$ cat src/rtl/uart_bus_bridge_if.sv
// Memory-bus connection between the UART bridge (master) and the
// arbiter/memory side (slave).
interface uart_bus_bridge_if;
  logic        bus_req;
  logic        bus_gnt;
  logic [15:0] bus_ab;
  logic [7:0]  bus_do;
  logic        bus_we_n;
  logic [7:0]  bus_di;

  modport master (
    output bus_req, bus_ab, bus_do, bus_we_n,
    input  bus_gnt, bus_di
  );

  modport slave (
    input  bus_req, bus_ab, bus_do, bus_we_n,
    output bus_gnt, bus_di
  );
endinterface

$ cat src/rtl/uart_bus_bridge.sv
// Serial debug/loader master: decodes 'R'/'W' command frames received on rx
// into single-byte bus cycles and answers on tx with '.', '?' or read data.
module uart_bus_bridge #(
  parameter int clk_freq = 35000000,
  parameter int baud     = 115200,
  parameter int timeout  = 35000000
) (
  input  logic              clk,
  input  logic              reset_n,
  input  logic              rx,
  output logic              tx,
  uart_bus_bridge_if.master bus
);

  localparam int DIV   = clk_freq / baud;
  localparam int CNT_W = $clog2(DIV + 1);
  localparam int TMR_W = $clog2(timeout + 1);

  localparam logic [CNT_W-1:0] DIV_LAST  = CNT_W'(DIV - 1);
  localparam logic [CNT_W-1:0] HALF_LAST = CNT_W'(DIV / 2 - 1);
  localparam logic [CNT_W-1:0] CNT_ONE   = CNT_W'(1);
  localparam logic [TMR_W-1:0] TMR_ONE   = TMR_W'(1);
  localparam logic [TMR_W-1:0] TMR_LIMIT = TMR_W'(timeout);

  localparam logic [7:0] CMD_RD    = 8'h52;
  localparam logic [7:0] CMD_WR    = 8'h57;
  localparam logic [7:0] REPLY_OK  = 8'h2E;
  localparam logic [7:0] REPLY_BAD = 8'h3F;

  localparam logic [1:0] RX_IDLE  = 2'd0;
  localparam logic [1:0] RX_START = 2'd1;
  localparam logic [1:0] RX_DATA  = 2'd2;
  localparam logic [1:0] RX_STOP  = 2'd3;

  localparam logic [3:0] P_IDLE  = 4'd0;
  localparam logic [3:0] P_CMD   = 4'd1;
  localparam logic [3:0] P_AH    = 4'd2;
  localparam logic [3:0] P_AL    = 4'd3;
  localparam logic [3:0] P_DATA  = 4'd4;
  localparam logic [3:0] P_REQ   = 4'd5;
  localparam logic [3:0] P_ACC   = 4'd6;
  localparam logic [3:0] P_RD    = 4'd7;
  localparam logic [3:0] P_REPLY = 4'd8;

  logic             rx_p0, rx_p1, rx_p2;
  logic [1:0]       rx_st;
  logic [CNT_W-1:0] rx_cnt;
  logic [2:0]       rx_bit;
  logic             rx_vld;
  logic [7:0]       rx_shift;

  logic             tx_busy;
  logic [CNT_W-1:0] tx_cnt;
  logic [3:0]       tx_left;
  logic [8:0]       tx_shift;
  logic             tx_load;

  logic [3:0]       p_st;
  logic             is_wr;
  logic [TMR_W-1:0] tmr;
  logic             tmr_exp;
  logic [7:0]       cmd_byte;
  logic [7:0]       reply_byte;

  assign tx_load = (p_st == P_REPLY) && !tx_busy;
  assign tmr_exp = (tmr == TMR_LIMIT);

  // rx synchroniser (p0, p1) plus one history stage (p2) for start-edge detection
  always_ff @(posedge clk or negedge reset_n) begin
    if (!reset_n) begin
      rx_p0 <= 1'b1;
      rx_p1 <= 1'b1;
      rx_p2 <= 1'b1;
    end else begin
      rx_p0 <= rx;
      rx_p1 <= rx_p0;
      rx_p2 <= rx_p1;
    end
  end

  // Receiver bit timing: start re-check at half bit, then one sample per bit period
  always_ff @(posedge clk or negedge reset_n) begin
    if (!reset_n) begin
      rx_st  <= RX_IDLE;
      rx_cnt <= '0;
      rx_bit <= '0;
      rx_vld <= 1'b0;
    end else begin
      rx_vld <= 1'b0;
      case (rx_st)
        RX_IDLE: begin
          if (!rx_p1 && rx_p2) begin
            rx_st  <= RX_START;
            rx_cnt <= '0;
          end
        end
        RX_START: begin
          if (rx_cnt == HALF_LAST) begin
            rx_cnt <= '0;
            rx_bit <= '0;
            rx_st  <= rx_p1 ? RX_IDLE : RX_DATA;
          end else begin
            rx_cnt <= rx_cnt + CNT_ONE;
          end
        end
        RX_DATA: begin
          if (rx_cnt == DIV_LAST) begin
            rx_cnt <= '0;
            rx_bit <= rx_bit + 3'd1;
            if (rx_bit == 3'd7) rx_st <= RX_STOP;
          end else begin
            rx_cnt <= rx_cnt + CNT_ONE;
          end
        end
        default: begin
          if (rx_cnt == DIV_LAST) begin
            rx_cnt <= '0;
            rx_st  <= RX_IDLE;
            rx_vld <= rx_p1;
          end else begin
            rx_cnt <= rx_cnt + CNT_ONE;
          end
        end
      endcase
    end
  end

  // Receive shift register, LSB first; holds the byte while rx_vld pulses
  always_ff @(posedge clk) begin
    if (rx_st == RX_DATA && rx_cnt == DIV_LAST) rx_shift <= {rx_p1, rx_shift[7:1]};
  end

  // Transmitter control: start bit on load, then 8 data bits and the stop bit
  always_ff @(posedge clk or negedge reset_n) begin
    if (!reset_n) begin
      tx      <= 1'b1;
      tx_busy <= 1'b0;
      tx_cnt  <= '0;
      tx_left <= '0;
    end else if (tx_load) begin
      tx      <= 1'b0;
      tx_busy <= 1'b1;
      tx_cnt  <= '0;
      tx_left <= 4'd9;
    end else if (tx_busy) begin
      if (tx_cnt == DIV_LAST) begin
        tx_cnt <= '0;
        if (tx_left == 4'd0) begin
          tx_busy <= 1'b0;
        end else begin
          tx      <= tx_shift[0];
          tx_left <= tx_left - 4'd1;
        end
      end else begin
        tx_cnt <= tx_cnt + CNT_ONE;
      end
    end
  end

  // Transmit shift register: data bits followed by the stop bit
  always_ff @(posedge clk) begin
    if (tx_load) begin
      tx_shift <= {1'b1, reply_byte};
    end else if (tx_busy && tx_cnt == DIV_LAST && tx_left != 4'd0) begin
      tx_shift <= {1'b1, tx_shift[8:1]};
    end
  end

  // Frame parser and bus-cycle sequencer; bytes are only taken in IDLE/AH/AL/DATA
  always_ff @(posedge clk or negedge reset_n) begin
    if (!reset_n) begin
      p_st         <= P_IDLE;
      is_wr        <= 1'b0;
      tmr          <= '0;
      bus.bus_req  <= 1'b0;
      bus.bus_we_n <= 1'b1;
      bus.bus_ab   <= 16'h0000;
      bus.bus_do   <= 8'h00;
    end else begin
      case (p_st)
        P_IDLE: if (rx_vld) p_st <= P_CMD;
        P_CMD: begin
          tmr <= '0;
          if (cmd_byte == CMD_WR || cmd_byte == CMD_RD) begin
            is_wr <= (cmd_byte == CMD_WR);
            p_st  <= P_AH;
          end else begin
            p_st <= P_REPLY;
          end
        end
        P_AH: begin
          if (rx_vld) begin
            bus.bus_ab[15:8] <= rx_shift;
            tmr              <= '0;
            p_st             <= P_AL;
          end else if (tmr_exp) begin
            p_st <= P_IDLE;
          end else begin
            tmr <= tmr + TMR_ONE;
          end
        end
        P_AL: begin
          if (rx_vld) begin
            bus.bus_ab[7:0] <= rx_shift;
            tmr             <= '0;
            if (is_wr) begin
              p_st <= P_DATA;
            end else begin
              p_st        <= P_REQ;
              bus.bus_req <= 1'b1;
            end
          end else if (tmr_exp) begin
            p_st <= P_IDLE;
          end else begin
            tmr <= tmr + TMR_ONE;
          end
        end
        P_DATA: begin
          if (rx_vld) begin
            bus.bus_do  <= rx_shift;
            tmr         <= '0;
            p_st        <= P_REQ;
            bus.bus_req <= 1'b1;
          end else if (tmr_exp) begin
            p_st <= P_IDLE;
          end else begin
            tmr <= tmr + TMR_ONE;
          end
        end
        P_REQ: begin
          if (bus.bus_gnt) begin
            p_st         <= P_ACC;
            bus.bus_we_n <= !is_wr;
          end
        end
        P_ACC: begin
          bus.bus_we_n <= 1'b1;
          if (is_wr) begin
            bus.bus_req <= 1'b0;
            p_st        <= P_REPLY;
          end else begin
            p_st <= P_RD;
          end
        end
        P_RD: begin
          bus.bus_req <= 1'b0;
          p_st        <= P_REPLY;
        end
        P_REPLY: if (!tx_busy) p_st <= P_IDLE;
        default: p_st <= P_IDLE;
      endcase
    end
  end

  // Command byte latch and one-deep reply buffer
  always_ff @(posedge clk) begin
    if (p_st == P_IDLE && rx_vld) cmd_byte <= rx_shift;
    if (p_st == P_CMD) reply_byte <= REPLY_BAD;
    else if (p_st == P_ACC && is_wr) reply_byte <= REPLY_OK;
    else if (p_st == P_RD) reply_byte <= bus.bus_di;
  end

endmodule

$ cat src/flat_wrapper.sv
// flat-port wrapper written by rule: the top's interface ports become plain ports
module uart_bus_bridge_flat 
#(
  parameter int clk_freq = 35000000,
  parameter int baud     = 115200,
  parameter int timeout  = 35000000
)
  (clk, reset_n, rx, tx, bus_bus_req, bus_bus_ab, bus_bus_do, bus_bus_we_n, bus_bus_gnt, bus_bus_di);
  uart_bus_bridge_if bus_i ();
  input  logic clk;
  input  logic reset_n;
  input  logic rx;
  output logic tx;
  output wire logic [$bits(bus_i.bus_req)-1:0] bus_bus_req;
  output wire logic [$bits(bus_i.bus_ab)-1:0] bus_bus_ab;
  output wire logic [$bits(bus_i.bus_do)-1:0] bus_bus_do;
  output wire logic [$bits(bus_i.bus_we_n)-1:0] bus_bus_we_n;
  input wire logic [$bits(bus_i.bus_gnt)-1:0] bus_bus_gnt;
  input wire logic [$bits(bus_i.bus_di)-1:0] bus_bus_di;
  assign bus_bus_req = bus_i.bus_req;
  assign bus_bus_ab = bus_i.bus_ab;
  assign bus_bus_do = bus_i.bus_do;
  assign bus_bus_we_n = bus_i.bus_we_n;
  assign bus_i.bus_gnt = bus_bus_gnt;
  assign bus_i.bus_di = bus_bus_di;
  uart_bus_bridge #(.clk_freq(clk_freq), .baud(baud), .timeout(timeout)) u_core (.clk(clk), .reset_n(reset_n), .rx(rx), .tx(tx), .bus(bus_i));
endmodule
$ cat config.mk
export PLATFORM = sky130hd
export DESIGN_NAME = uart_bus_bridge_flat
export DESIGN_NICKNAME = d
export VERILOG_FILES = /design/src/rtl/uart_bus_bridge_if.sv /design/src/rtl/uart_bus_bridge.sv /design/src/flat_wrapper.sv
export SDC_FILE = /design/constraint.sdc
export NUM_CORES = 1
export LEC_CHECK = 0
export ABC_AREA = 1
export BUFFER_PORTS_ARGS = -buffer_cell sky130_fd_sc_hd__buf_4
export CAP_MARGIN = 30
export CORE_ASPECT_RATIO = 2
export CORE_MARGIN = 5
export CORE_UTILIZATION = 55
export CTS_CLUSTER_SIZE = 24
export DETAILED_ROUTE_END_ITERATION = 7
export PLACE_DENSITY = 0.73
export SLEW_MARGIN = 20
export SYNTH_ARGS = -nofsm -noshare
export SYNTH_HDL_FRONTEND = slang
export SYNTH_SLANG_ARGS = --single-unit
$ cat constraint.sdc
create_clock -name clk -period 2.3 [get_ports clk]
set_clock_uncertainty 0.15 [all_clocks]
set_input_delay 0.23 -clock clk [delete_from_list [all_inputs] [get_ports clk]]
set_output_delay 0.23 -clock clk [all_outputs]
set_load 0.01 [all_outputs]
==> results.cfg, run 1 <==
[worst_setup_path]
slowest_delay_ns = 0.47
required_ns = 2.25
crit_path_start_kind = flop
crit_path_frequent_cell = inv_2
arrival_ns = 2.05
timing.rr.start = u_core.p_st[0]
crit_chain = nor2_1, inv_1, nor3_2, inv_2, nor2_4, inv_2, nand2_2
r2r_cells = 7
r2r-end = u_core.tx_shift[2]
critPathCaptureType = flop
slowest_stage = dfrtp_1
r2r_slack_ns = 0.20
critPathMaxFanout = 12
crit_type = flop to flop

[worst_hold_path]
min_path_type = flop to flop
hp-start = u_core.rx_p0
holdPathEnd = u_core.rx_p1
hold-path-cell-count = 0

[clock_network]
cts_tree = built
clock_latency_ns = 0.42
cts-root-buf = clkbuf_16
cts_setup_buffers = 0
cts.htree.levels = 4
clockBufferDepth = 2
clk_pin_slew_worst_paths_ns = 0.07
clkSinkCount = 122
cts_buffers = 17

[grt]
grt_pass1_wl_microns = 25410
gr-total-overflow = 0
antenna_found_initial = 0
gr-usage-all-layers = 0.2319
grt_pass1_vias = 5547
grt_start_max_net_pins = 51

[synth]
synth_cells = 766
ys.warnings.count = 0
syn-num-nets = 793
syn-cell-area_sq_um = 6137
synth_cell_types = 39
yosysSeqAreaShare = 0.5115
synth-seq-cells = 122
avgSynthCellArea_sq_um = 8.012

[layout]
final_common_cell = nand2_1
nets = 861
diodes = 0
drive_gt1_frac = 0.1311
area.growth.synth_to_final_pct = 20.06
layout_common_cells = 218 x nand2_1, 91 x inv_1, 85 x dfrtp_1, 83 x nor2_1, 63 x o21ai_0
fin_area_sq_um = 7368

[timing]
worstMarginPinSlew_ns = 0.6940
worst_slack_ns = 0.1980
min_period_ns = 2.102
setup_viol = 0
hold_viol_final = 0
fin_crit_sh = 0.9139
max_slew_margin = 0.5374
rsz0062_at_grt = false
fmax_ghz = 0.4757
fin_setup_tns_ns = 0
slew_viol_final = 0

[power]
p_per_area_nw_per_um2 = 766.4
clkPwrFrac = 0.503
seq_power_share = 0.409
power.internal_mw = 4.163
ir_drop_v = 0.0008239
pwr-share-comb = 0.088
p_leak_nw = 3.367
switchingPower_mw = 1.484
switching_share = 0.2628

[detailed_routing]
avgViaCountPerCell = 5.497
detail-route-antenna-nets = 0
wl_per_cell_microns = 15.25
drc = 0
vias = 5426
dr.pass1.iters = 6
wl_microns = 15050
drtIter0Drc = 418

[floorplan]
die_w_microns = 84.70
start_util = 0.5607
core-area_sq_um = 10950
io_pins = 39
num_rows = 54
die_area_sq_um = 13500
die_h_microns = 159.4

[status]
status = finished clean

[place]
gp_congestion = 1.009
dp_slack_ns = 0.09916
place_area_sq_um = 6631
hpwl_microns = 10630
portBuffers = 38

[job]
maxCapViolCount = 0
-- kinds of logic (layout without fill, tap and decap cells) --
logic type,Yosys count,in the layout,share of synthesized area
flops,122,122,0.5115
compound gates,98,98,0.08583
buf+inv,109,190,0.06972
fa+ha+maj,15,15,0.03058
simple gates,413,413,0.2895
xor+xnor,9,9,0.01284
-- synth_stat cells, drive strengths merged --
| cell type | instances | area share |
|---|---|---|
| nand2 | 222 | 0.14 |
| nor3 | 11 | 0.011 |
| o311ai | 1 | 0.0014 |
| nor4 | 3 | 0.0031 |
| inv | 95 | 0.058 |
| nor2 | 88 | 0.057 |
| dfstp | 5 | 0.021 |
| o21bai | 1 | 0.0012 |
| o2111ai | 1 | 0.0014 |
| clkbuf | 9 | 0.0055 |
| buf | 5 | 0.0061 |
| dfrtp | 85 | 0.35 |
| and3 | 1 | 0.0010 |
| xnor2 | 2 | 0.0029 |
| a21oi | 12 | 0.0098 |
| o211ai | 2 | 0.0024 |
| o21ai | 69 | 0.057 |
| nand4 | 28 | 0.029 |
| a21boi | 1 | 0.0012 |
| a31oi | 3 | 0.0031 |
| o22ai | 7 | 0.0071 |
| o31ai | 1 | 0.0012 |
| ha | 15 | 0.031 |
| nand3b | 2 | 0.0024 |
| nand3 | 52 | 0.043 |
| dfxtp | 8 | 0.026 |
| xor2 | 7 | 0.010 |
| edfxtp | 24 | 0.12 |
| or2 | 6 | 0.0061 |
-- critical path, delay by kind of cell, from the launching register on --
family / cells / cell delay, ns
simple gates: 4 / 0.86
flops: 1 / 0.47
buf+inv: 3 / 0.31
-- metal layers --
layer | vias to the layer above | routed length, microns | GRT usage
li1 | 2631 | - | -
met1 | 2573 | 5667 | 0.2520
met2 | 165 | 8170 | 0.4147
met3 | 57 | 624 | 0.04609
met4 | 0 | 588 | 0.1225
met5 | - | 0 | 0
-- timing repair --
item,CTS,global route
setup endpoints to repair,0,11
hold buffers,11,0
resized for setup,0,1
endpoints found under the hold margin,53,0
-- state kept, by name (all words and copies together) (netlist names), 2 cells and up --
name	count
u_core.bus.bus_ab	16
u_core.bus.bus_do	8
u_core.cmd_byte	8
u_core.p_st	4
u_core.reply_byte	8
u_core.rx_bit	3
u_core.rx_cnt	9
u_core.rx_shift	8
u_core.rx_st	2
u_core.tmr	26
u_core.tx_cnt	9
u_core.tx_left	4
u_core.tx_shift	8
-- worst max path at each step --
| stage | slack [ns] | cells after the start | start | to |
|---|---|---|---|---|
| 6_report | 0.20 | 7 | u_core.p_st[0] | u_core.tx_shift[2] |
| 5_1_grt | 0.02 | 9 | u_core.p_st[3] | u_core.tmr[4] |
| 4_1_cts | 0.09 | 7 | u_core.p_st[0] | u_core.tx_shift[2] |
| 3_5_place_dp | 0.1 | 7 | u_core.p_st[0] | u_core.tx_shift[5] |
| 3_3_place_gp | 0.17 | 7 | u_core.p_st[0] | u_core.tx_shift[7] |
| 2_1_floorplan | 0.40 | 9 | u_core.p_st[0] | u_core.tx_shift[7] |
-- stage by stage --
step	hold slack [ns]	utilization	power, mW	cells
global route	0.2129	0.6732	5.875	987
CTS	0.2070	0.6730	5.674	987
detailed placement	0.1698	0.6059	2.811	944
global placement	0.1567	0.6059	2.773	944
finish	0.2057	0.6732	5.647	987
floorplan	-0.2156	-	2.646	766
-- power by group through the flow --
stage | Sequential, mW | Clock (mW) | Combinational (mW)
after global placement | 2.34 | 0 | 0.430
final | 2.31 | 2.84 | 0.499
after detailed placement | 2.35 | 0 | 0.463
after CTS | 2.31 | 2.87 | 0.494
after floorplan | 2.33 | 0 | 0.314
after global routing | 2.32 | 2.98 | 0.575
-- cell type report --
type                            instances  area (sq um)
Clock buffer                           17         425.4
Inverter                               95         356.6
Tap cell                              140         175.2
Fill cell                             878          3577
Sequential cell                       122          3139
Multi-Input combinational cell        535          2572
Timing Repair Buffer                   63         500.5
Clock inverter                         15         198.9
Note: power is estimated with default switching activity, not from simulation.
==> run 2: changes to the inputs <==
==> constraint.sdc (replaced) <==
create_clock -name clk -period 2.3 [get_ports clk]
set_clock_uncertainty 0.15 [all_clocks]
set_input_delay 0.115 -clock clk [delete_from_list [all_inputs] [get_ports clk]]
set_output_delay 0.115 -clock clk [all_outputs]
set_load 0.01 [all_outputs]
==> results.cfg, run 2 (synthesized netlist as in run 1, its figures left out) <==
[worst_hold_path]
min_path_type = primary input to asynchronous set/reset pin

[worst_setup_path]
r2r_slack_ns = 0.19
r2r-end = u_core.rx_cnt[8]
crit_path_start_kind = flop
crit_chain = inv_1, ha_1, nand2_1, nand3_1, nor2_1, nand2_1, nor2_1, xor2_1, nor2_1
path_depth = 9
required_ns = 2.46
path_buf_inv = 1
timing.rr.start = u_core.rx_st[0]
crit_path_frequent_cell = nor2_1
slowest_stage = dfrtp_1
r2r_cells = 9
crit_type = flop to flop
critPathCaptureType = flop
crit_path_end = u_core.rx_cnt[8]
cp-startpoint = u_core.rx_st[0]
critPathMaxFanout = 11
cp_top_family = simple AND/OR/NAND/NOR gates
slowest_delay_ns = 0.47
arrival_ns = 2.27

[grt]
gr-usage-all-layers = 0.2329
grt_pass1_wl_microns = 25580
grt_pass1_vias = 5615
antenna_found_initial = 0
grt_start_max_net_pins = 55
gr-total-overflow = 0

[timing]
worst_slack_ns = 0.1870
slew_viol_final = 0
worstMarginPinSlew_ns = 0.6043
fmax_ghz = 0.4733
min_period_ns = 2.113
setup_viol = 0
hold_viol_final = 0
fin_setup_tns_ns = 0
max_slew_margin = 0.5929
fin_crit_sh = 0.9187
timing.hold.ws_ns = 0.06017
rsz0062_at_grt = false

[power]
ir_drop_v = 0.0006159
p_per_area_nw_per_um2 = 750.9
p_leak_nw = 3.332

[place]
place_area_sq_um = 6606
portBuffers = 38
gp_congestion = 1.009
dp_slack_ns = 0.1274
hpwl_microns = 10440

[clock_network]
cts_tree = built
clock_latency_ns = 0.42
cts-root-buf = clkbuf_16
cts_setup_buffers = 0
cts_buffers = 17
cts.htree.levels = 4
clkSinkCount = 122
clockBufferDepth = 2
clk_pin_slew_worst_paths_ns = 0.06

[layout]
fin_area_sq_um = 7321
register_area_sq_um = 3139
multiInputGateArea_sq_um = 2572
reg_top3 = u_core.tmr: 26 flops, u_core.bus.bus_ab: 16 flops
drive_gt1_frac = 0.1247
layout_common_cells = 218 x nand2_1, 91 x inv_1, 85 x dfrtp_1, 83 x nor2_1, 62 x o21ai_0
largest_reg_flops = 26
nets = 856
final_common_cell = nand2_1
regMostFlops = u_core.tmr
diodes = 0
final_util = 0.6688
fillers = 934
area.growth.synth_to_final_pct = 19.29

[floorplan]
start_util = 0.5607
die_area_sq_um = 13500
core-area_sq_um = 10950
num_rows = 54
die_h_microns = 159.4
io_pins = 39
die_w_microns = 84.70

[detailed_routing]
drc = 0
detail-route-antenna-nets = 0
wl_per_cell_microns = 15.12
drtIter0Drc = 309
wl_microns = 14850
avgViaCountPerCell = 5.507
vias = 5408
dr.pass1.iters = 5

[job]
maxCapViolCount = 0

[status]
status = finished clean
run 2: cell types whose count changed in the layout (fill, tap and decap cells not counted), sizes merged:
cell      delta
bufinv       -1
clkinvlp     +1
clkinv       +3
buf          -5
inv          -4
clkbuf       +1
run 2: area by class of cell:
cell class                 instances  area share
multi-input combinational        535      0.3514
inverter                          95     0.04871
timing repair buffer              58     0.06495
clock buffer                      18     0.05999
clock inverter                    14     0.02222
sequential                       122      0.4288
tap                              140     0.02393
run 2: layer usage:
metal	share of wire	wire [microns]	global-route usage
met5	0	0	0
met4	0.044	647	0.1297
met3	0.041	602	0.05179
met2	0.54	8022	0.4201
met1	0.38	5574	0.2431
run 2: worst min path at each step:
stage | to | start | slack (ns) | cells after the start
3_3_place_gp | u_core.tmr[5] | reset_n | -0.04 | 1
3_5_place_dp | u_core.tmr[5] | reset_n | -0.03 | 1
5_1_grt | u_core.rx_cnt[5] | reset_n | 0.12 | 2
4_1_cts | u_core.tmr[5] | reset_n | 0.07 | 2
2_1_floorplan | u_core.bus.bus_ab[0] | reset_n | -0.33 | 0
6_report | u_core.tmr[5] | reset_n | 0.06 | 2
run 2: repair_timing:
action,4_1_cts,5_1_grt
gates resized for setup,0,2
endpoints found under the setup margin,0,12
hold buffers,11,0
hold endpoints to repair,97,0
run 2: through the flow:
step | std cells | power (mW)
after floorplan | 766 | 2.646
after global placement | 939 | 2.757
after detailed placement | 939 | 2.797
after CTS | 982 | 5.529
after global routing | 982 | 5.719
final | 982 | 5.497
run 2: report_power, final:
group / switching [mW] / total, mW / internal, mW / leakage (nW)
sequential: 0.0598 / 2.31 / 2.25 / 1.49
combinational: 0.323 / 0.479 / 0.156 / 1.55
clock: 1.06 / 2.71 / 1.65 / 0.289
